**config.mk**
```make
export PLATFORM = sky130hd
export DESIGN_NAME = pwm_breath
export DESIGN_NICKNAME = d
export VERILOG_FILES = /design/src/rtl/pwm_breath_pkg.sv /design/src/rtl/wrap_detect.sv /design/src/rtl/pwm_breath.sv
export SDC_FILE = /design/constraint.sdc
export NUM_CORES = 1
export LEC_CHECK = 0
export CELL_PAD_IN_SITES_DETAIL_PLACEMENT = 1
export CELL_PAD_IN_SITES_GLOBAL_PLACEMENT = 2
export CORE_AREA = 5 5 83 123
export CTS_CLUSTER_DIAMETER = 40
export CTS_CLUSTER_SIZE = 25
export DETAILED_ROUTE_END_ITERATION = 6
export DIE_AREA = 0 0 88 128
export GPL_ROUTABILITY_DRIVEN = 1
export GPL_TIMING_DRIVEN = 0
export PLACE_DENSITY_LB_ADDON = 0.1
export SLEW_MARGIN = 20
export SYNTH_ARGS = -nofsm -noshare
export SYNTH_HDL_FRONTEND = slang
export SYNTH_SLANG_ARGS = --single-unit
```
**constraint.sdc**
```tcl
create_clock -name clk -period 3.2 [get_ports clk]
set_input_delay 0.64 -clock clk [delete_from_list [all_inputs] [get_ports clk]]
set_output_delay 0.64 -clock clk [all_outputs]
set_load 0.02 [all_outputs]
```
**src/rtl/pwm_breath_pkg.sv**
```systemverilog
// Shared definitions for the breathing-LED PWM: counter width, FSM encoding, duty helpers.
// The optional BREATH_GAMMA_EN build uses gamma_duty() for the compare threshold.
package pwm_breath_pkg;

    localparam int CNT_W = 8;

    typedef enum logic [2:0] {
        ST_IDLE    = 3'd0,
        ST_RISE    = 3'd1,
        ST_HOLD_HI = 3'd2,
        ST_FALL    = 3'd3,
        ST_HOLD_LO = 3'd4
    } state_e;

    // Sum is formed 9 bits wide so the ceiling clamp sees the true value
    function automatic logic [7:0] duty_up(input logic [7:0] d,
                                           input logic [7:0] step,
                                           input logic [7:0] ceil);
        logic [8:0] sum;
        sum = {1'b0, d} + {1'b0, step};
        return (sum > {1'b0, ceil}) ? ceil : sum[7:0];
    endfunction

    function automatic logic [7:0] duty_down(input logic [7:0] d,
                                             input logic [7:0] step);
        return (d > step) ? (d - step) : 8'd0;
    endfunction

    function automatic logic [7:0] gamma_duty(input logic [7:0] d);
        logic [15:0] prod;
        prod = 16'(d) * 16'(d);
        return prod[15:8];
    endfunction

endpackage

```
**src/rtl/wrap_detect.sv**
```systemverilog
// Detects the 255->0 wrap of the upstream free-running counter.
// wrap_int is combinational for same-cycle consumers; wrap is its registered copy.
module wrap_detect
    import pwm_breath_pkg::*;
(
    input  logic             clk,
    input  logic             rst_n,
    input  logic [CNT_W-1:0] cnt,
    output logic             wrap_int,
    output logic             wrap
);

    logic [CNT_W-1:0] r_cnt_d1;
    logic             r_wrap;

    // Only a genuine FF->00 step counts; any other jump into zero is ignored
    assign wrap_int = (r_cnt_d1 == {CNT_W{1'b1}}) && (cnt == '0);
    assign wrap     = r_wrap;

    always_ff @(posedge clk or negedge rst_n) begin
        if (!rst_n) begin
            r_cnt_d1 <= '0;
            r_wrap   <= 1'b0;
        end else begin
            r_cnt_d1 <= cnt;
            r_wrap   <= wrap_int;
        end
    end

endmodule

```
**src/rtl/pwm_breath.sv**
```systemverilog
// Breathing-LED PWM: compares the upstream count with a duty that ramps, holds, falls, holds.
// Duty/state change only on counter wrap. Define BREATH_GAMMA_EN to square the compare threshold.
module pwm_breath
    import pwm_breath_pkg::*;
#(
    parameter int STEP         = 8,
    parameter int STEP_PERIODS = 1,
    parameter int HOLD_PERIODS = 16,
    parameter int MAX_DUTY     = 255
) (
    input  logic             clk,
    input  logic             rst_n,
    input  logic [CNT_W-1:0] cnt,
    input  logic             en,
    output logic             pwm_out,
    output logic [7:0]       duty,
    output logic             wrap,
    output logic [2:0]       state_o
);

    localparam logic [7:0]  STEP_B    = 8'(STEP);
    localparam logic [7:0]  MAX_B     = 8'(MAX_DUTY);
    localparam logic [15:0] PER_LAST  = 16'(STEP_PERIODS - 1);
    localparam logic [15:0] HOLD_LAST = 16'(HOLD_PERIODS - 1);

    state_e      r_state, w_nxt_state;
    logic [7:0]  r_duty, w_nxt_duty;
    logic [15:0] r_per, w_nxt_per;
    logic [15:0] r_hold, w_nxt_hold;
    logic        r_pwm, w_nxt_pwm;
    logic        w_wrap_int;
    logic        w_upd;
    logic [7:0]  w_up, w_dn, w_duty_eff;

    wrap_detect u_wrap (
        .clk      (clk),
        .rst_n    (rst_n),
        .cnt      (cnt),
        .wrap_int (w_wrap_int),
        .wrap     (wrap)
    );

`ifdef BREATH_GAMMA_EN
    assign w_duty_eff = gamma_duty(r_duty);
`else
    assign w_duty_eff = r_duty;
`endif

    assign w_upd = (r_per == PER_LAST);
    assign w_up  = duty_up(r_duty, STEP_B, MAX_B);
    assign w_dn  = duty_down(r_duty, STEP_B);

    always_ff @(posedge clk or negedge rst_n) begin
        if (!rst_n) begin
            r_state <= ST_IDLE;
            r_duty  <= 8'd0;
            r_per   <= 16'd0;
            r_hold  <= 16'd0;
            r_pwm   <= 1'b0;
        end else begin
            r_state <= w_nxt_state;
            r_duty  <= w_nxt_duty;
            r_per   <= w_nxt_per;
            r_hold  <= w_nxt_hold;
            r_pwm   <= w_nxt_pwm;
        end
    end

    always_comb begin
        w_nxt_state = r_state;
        w_nxt_duty  = r_duty;
        w_nxt_per   = r_per;
        w_nxt_hold  = r_hold;
        // Gating with en makes the output drop on the cycle after disable
        w_nxt_pwm   = en && (r_state != ST_IDLE) && (cnt < w_duty_eff);

        if (!en) begin
            w_nxt_state = ST_IDLE;
            w_nxt_duty  = 8'd0;
            w_nxt_per   = 16'd0;
            w_nxt_hold  = 16'd0;
        end else if (w_wrap_int) begin
            unique case (r_state)
                ST_IDLE: begin
                    w_nxt_state = ST_RISE;
                    w_nxt_per   = 16'd0;
                    w_nxt_hold  = 16'd0;
                end
                ST_RISE: begin
                    if (w_upd) begin
                        w_nxt_per  = 16'd0;
                        w_nxt_duty = w_up;
                        if (w_up == MAX_B) begin
                            w_nxt_state = ST_HOLD_HI;
                            w_nxt_hold  = 16'd0;
                        end
                    end else begin
                        w_nxt_per = r_per + 16'd1;
                    end
                end
                ST_HOLD_HI: begin
                    if (r_hold == HOLD_LAST) begin
                        w_nxt_state = ST_FALL;
                        w_nxt_hold  = 16'd0;
                        w_nxt_per   = 16'd0;
                    end else begin
                        w_nxt_hold = r_hold + 16'd1;
                    end
                end
                ST_FALL: begin
                    if (w_upd) begin
                        w_nxt_per  = 16'd0;
                        w_nxt_duty = w_dn;
                        if (w_dn == 8'd0) begin
                            w_nxt_state = ST_HOLD_LO;
                            w_nxt_hold  = 16'd0;
                        end
                    end else begin
                        w_nxt_per = r_per + 16'd1;
                    end
                end
                ST_HOLD_LO: begin
                    if (r_hold == HOLD_LAST) begin
                        w_nxt_state = ST_RISE;
                        w_nxt_hold  = 16'd0;
                        w_nxt_per   = 16'd0;
                    end else begin
                        w_nxt_hold = r_hold + 16'd1;
                    end
                end
                default: begin
                    w_nxt_state = ST_IDLE;
                    w_nxt_duty  = 8'd0;
                end
            endcase
        end
    end

    assign pwm_out = r_pwm;
    assign duty    = r_duty;
    assign state_o = r_state;

endmodule

```
==> results_dict.tcl, run 1 <==
set metrics [dict create \
    outcome "finished, final reports clean" \
    io_buffers 22 \
    place_area_um2 3580 \
    postSynthAreaPerCell_um2 8.90 \
    ys.flop_type "dfrtp_1" \
    nFillCells 1073 \
    leakage_nw 1.51 \
    fp.dieArea_um2 11300 \
    final_area_um2 3740 \
    syn_inst 362 \
    firstDrtPassIters 4 \
    maxSlewHeadroom_pct 53.0 \
    grt_pass1_wl_mm 16.2 \
    fmax_mhz 326 \
    drive_above_1_share_pct 5.85 \
    area_growth_pct 16.0 \
    grt.met1_usage_pct 20.8 \
    met2_usage_pct 34.8 \
    yosysTopAreaCell "dfrtp_1" \
    die_w_um 88 \
    required_ps 3410 \
    synth-simple-area-share_pct 23.9 \
    track_usage_pct 18.3 \
    fin_ws_ps 130 \
    start_util_pct 35.4 \
    ctsLongestPathBuffers 2 \
    skew_ps 8.61 \
    tns_ps 0 \
    final_hold_viol_count 0 \
    power_mw 1.37 \
    seq_area_frac_synth_pct 41.2 \
    grt_pass1_vias 3199 \
    synth_edf_count 0 \
    cts_buffers 5 \
    report.final.slew_viol_count 0 \
    vias 2955 \
    synth_nets 386 \
    chipHeight_um 128 \
    ys_warn_count 0 \
    synth_area_leaders "dfrtp_1, o21ai_0, ha_1" \
    synth-xor-area-share_pct 0.816 \
    antenna_found_initial 0 \
    async_reset_ff_share_pct 100 \
    cts_root_buffer "clkbuf_16" \
    grt.busiest_layer "met2" \
    synth.most_common_cell "dfrtp_1" \
    antenna_left 0 \
    vias_per_cell 5.85 \
    grt-ovfl-total 0 \
    gp_congestion 0.784 \
    synth_top_family_by_area "compound AO/OA/AOI/OAI gates" \
    final_nets 416 \
    finalCriticalPeriod_ps 3070 \
    cts-htree-levels 2 \
    core-area_um2 9090 \
    drtIter0Drc 129 \
    hold_class "in -> async" \
    finalSetupViolations 0 \
    wl_per_cell_um 19.0 \
    irDropWorstVdd_mv 0.264 \
    path_clk_slew_ps 80 \
    synthMuxAreaShare_pct 0.350 \
    rows 43 \
    register_area_um2 1330 \
    diodes 0 \
    synth_compound_area_share_pct 24.6 \
    cts_hold_buf 0 \
    end_kind "flop" \
    ys_types 55 \
    cts_sinks 53 \
    startpoint_type "input port" \
    p_per_area_nw_per_um2 367 \
    cts_tree "done" \
    yosys-top-cells-count "dfrtp_1, o21ai_0, nand2_1, nor2_1, o31ai_1" \
    clk_latency_ps 300 \
    drc_errors 0 \
    rsz0062_at_grt "false" \
    grt_use_met3_pct 1.99 \
    grt_max_degree 54 \
    dp_slack_ps -345 \
    io_pins 24 \
    crit_type "in -> reg" \
    synth.cell_area_um2 3220 \
    synth_top_area_share_pct 41.2 \
    worstPathArrival_ps 3280 \
    synth_seq_cells 53 \
    wl_mm 9.58 \
    synthAdderAreaFrac_pct 5.05 \
    place_hpwl_mm 7.04 \
    fin_crit_sh_pct 95.9 \
    drv_cap 0 \
    crit_fanout 10 \
    worstMarginPinSlew_ps 705 \
    multi_input_area_um2 1760 \
]
[final timing paths]
kind | from | slack, ps | depth (start not counted) | to
min reg2reg | r_hold[15] | 490 | 1 | r_hold[15]
min | rst_n | 370 | 1 | u_wrap.r_cnt_d1[2]
max reg2reg | duty[3] | 230 | 11 | r_hold[14]
max | cnt[1] | 130 | 9 | r_hold[14]
min in group clk | r_hold[15] | 490 | 1 | r_hold[15]
max in group asynchronous | rst_n | 2340 | 1 | duty[4]
[cell type report]
| class | instances | area share (%) |
|---|---|---|
| multi-input combinational | 276 | 47.1 |
| sequential | 53 | 35.5 |
| timing repair buffer | 23 | 6.03 |
| tap | 112 | 3.75 |
| clock buffer | 5 | 3.35 |
| buffer | 20 | 2.31 |
| inverter | 13 | 1.31 |
| clock inverter | 3 | 0.703 |
[through the flow]
step | hold slack, ps | std cells | util [%]
5_1_grt | 446 | 505 | 41.1
2_1_floorplan | 344 | 362 | -
3_5_place_dp | 478 | 496 | 39.4
3_3_place_gp | 472 | 496 | 39.4
4_1_cts | 420 | 505 | 41.1
6_report | 375 | 505 | 41.1
[worst max-delay path: stages]
cell and delay (ps):
clkdlybuf4s50_1 450, or4_4 560, nor4_4 360, a21o_4 230, nand4_4 190, or2_0 270, buf_2 170, buf_6 160
o31ai_1 240
[kinds of logic (layout without fill, tap and decap cells)]
family,count (synthesis),count (layout)
buffers and inverters,33,64
AO/OA/AOI/OAI,120,120
multiplexers,1,1
adder cells (fa/ha/maj),13,13
AND/OR/NAND/NOR,139,139
flip-flops,53,53
XOR/XNOR,3,3
[sequential cells by signal, indices dropped and copies added (netlist names)]
register         flops
r_hold              16
r_per               16
duty                 8
u_wrap.r_cnt_d1      8
state_o              3
pwm_out              1
u_wrap.wrap          1
[routing by layer]
metal,vias up,part of all wire [%]
met2,33,54
met5,-,0
met3,11,2.2
met4,0,2.0
met1,1488,42
li1,1423,-
[cell usage in the layout, fill, tap and decap left out, drive strengths merged, types with 2 or more instances in the layout]
master | synthesis | routed
clkinv | 0 | 2
nor4 | 8 | 8
nand2b | 8 | 8
a32oi | 2 | 2
o31ai | 19 | 19
o41ai | 5 | 5
nor2b | 2 | 2
nor3 | 6 | 6
a2111oi | 3 | 3
dfrtp | 53 | 53
ha | 13 | 13
a41oi | 2 | 2
and2 | 9 | 9
buf | 5 | 7
and4 | 5 | 5
nand3 | 17 | 17
nand2 | 28 | 28
a21oi | 9 | 9
clkdlybuf4s50 | 0 | 21
and3 | 10 | 10
o21ai | 48 | 48
a31oi | 10 | 10
xnor2 | 3 | 3
or4 | 3 | 3
a22o | 2 | 2
inv | 13 | 14
a21o | 7 | 7
clkbuf | 15 | 20
nand4 | 11 | 11
nor2 | 25 | 25
or2 | 3 | 3
[what timing repair did]
| item | in CTS | in global routing |
|---|---|---|
| gates resized for setup | 0 | 1 |
| setup endpoints to repair | 2 | 13 |
| pin swaps | 1 | 1 |
| gates cloned | 0 | 0 |
| setup buffers | 1 | 0 |
[power breakdown]
group          total [mW]  internal [mW]  leakage, nW  switching, mW
combinational       0.120         0.0441        0.711         0.0757
clock               0.571          0.297       0.0744          0.274
sequential          0.682          0.677        0.720        0.00476
total                1.37           1.02         1.51          0.355
(Power assumes the default switching activity.)
==> inputs of run 2 (changes only) <==
--- a/config.mk
+++ b/config.mk
@@ -15,6 +15,7 @@
 export GPL_ROUTABILITY_DRIVEN = 1
 export GPL_TIMING_DRIVEN = 0
 export PLACE_DENSITY_LB_ADDON = 0.1
+export SKIP_LAST_GASP = 1
 export SLEW_MARGIN = 20
 export SYNTH_ARGS = -nofsm -noshare
 export SYNTH_HDL_FRONTEND = slang
==> results of run 2 <==
No change in the layout: final DEF, timing and power equal those of run 1.
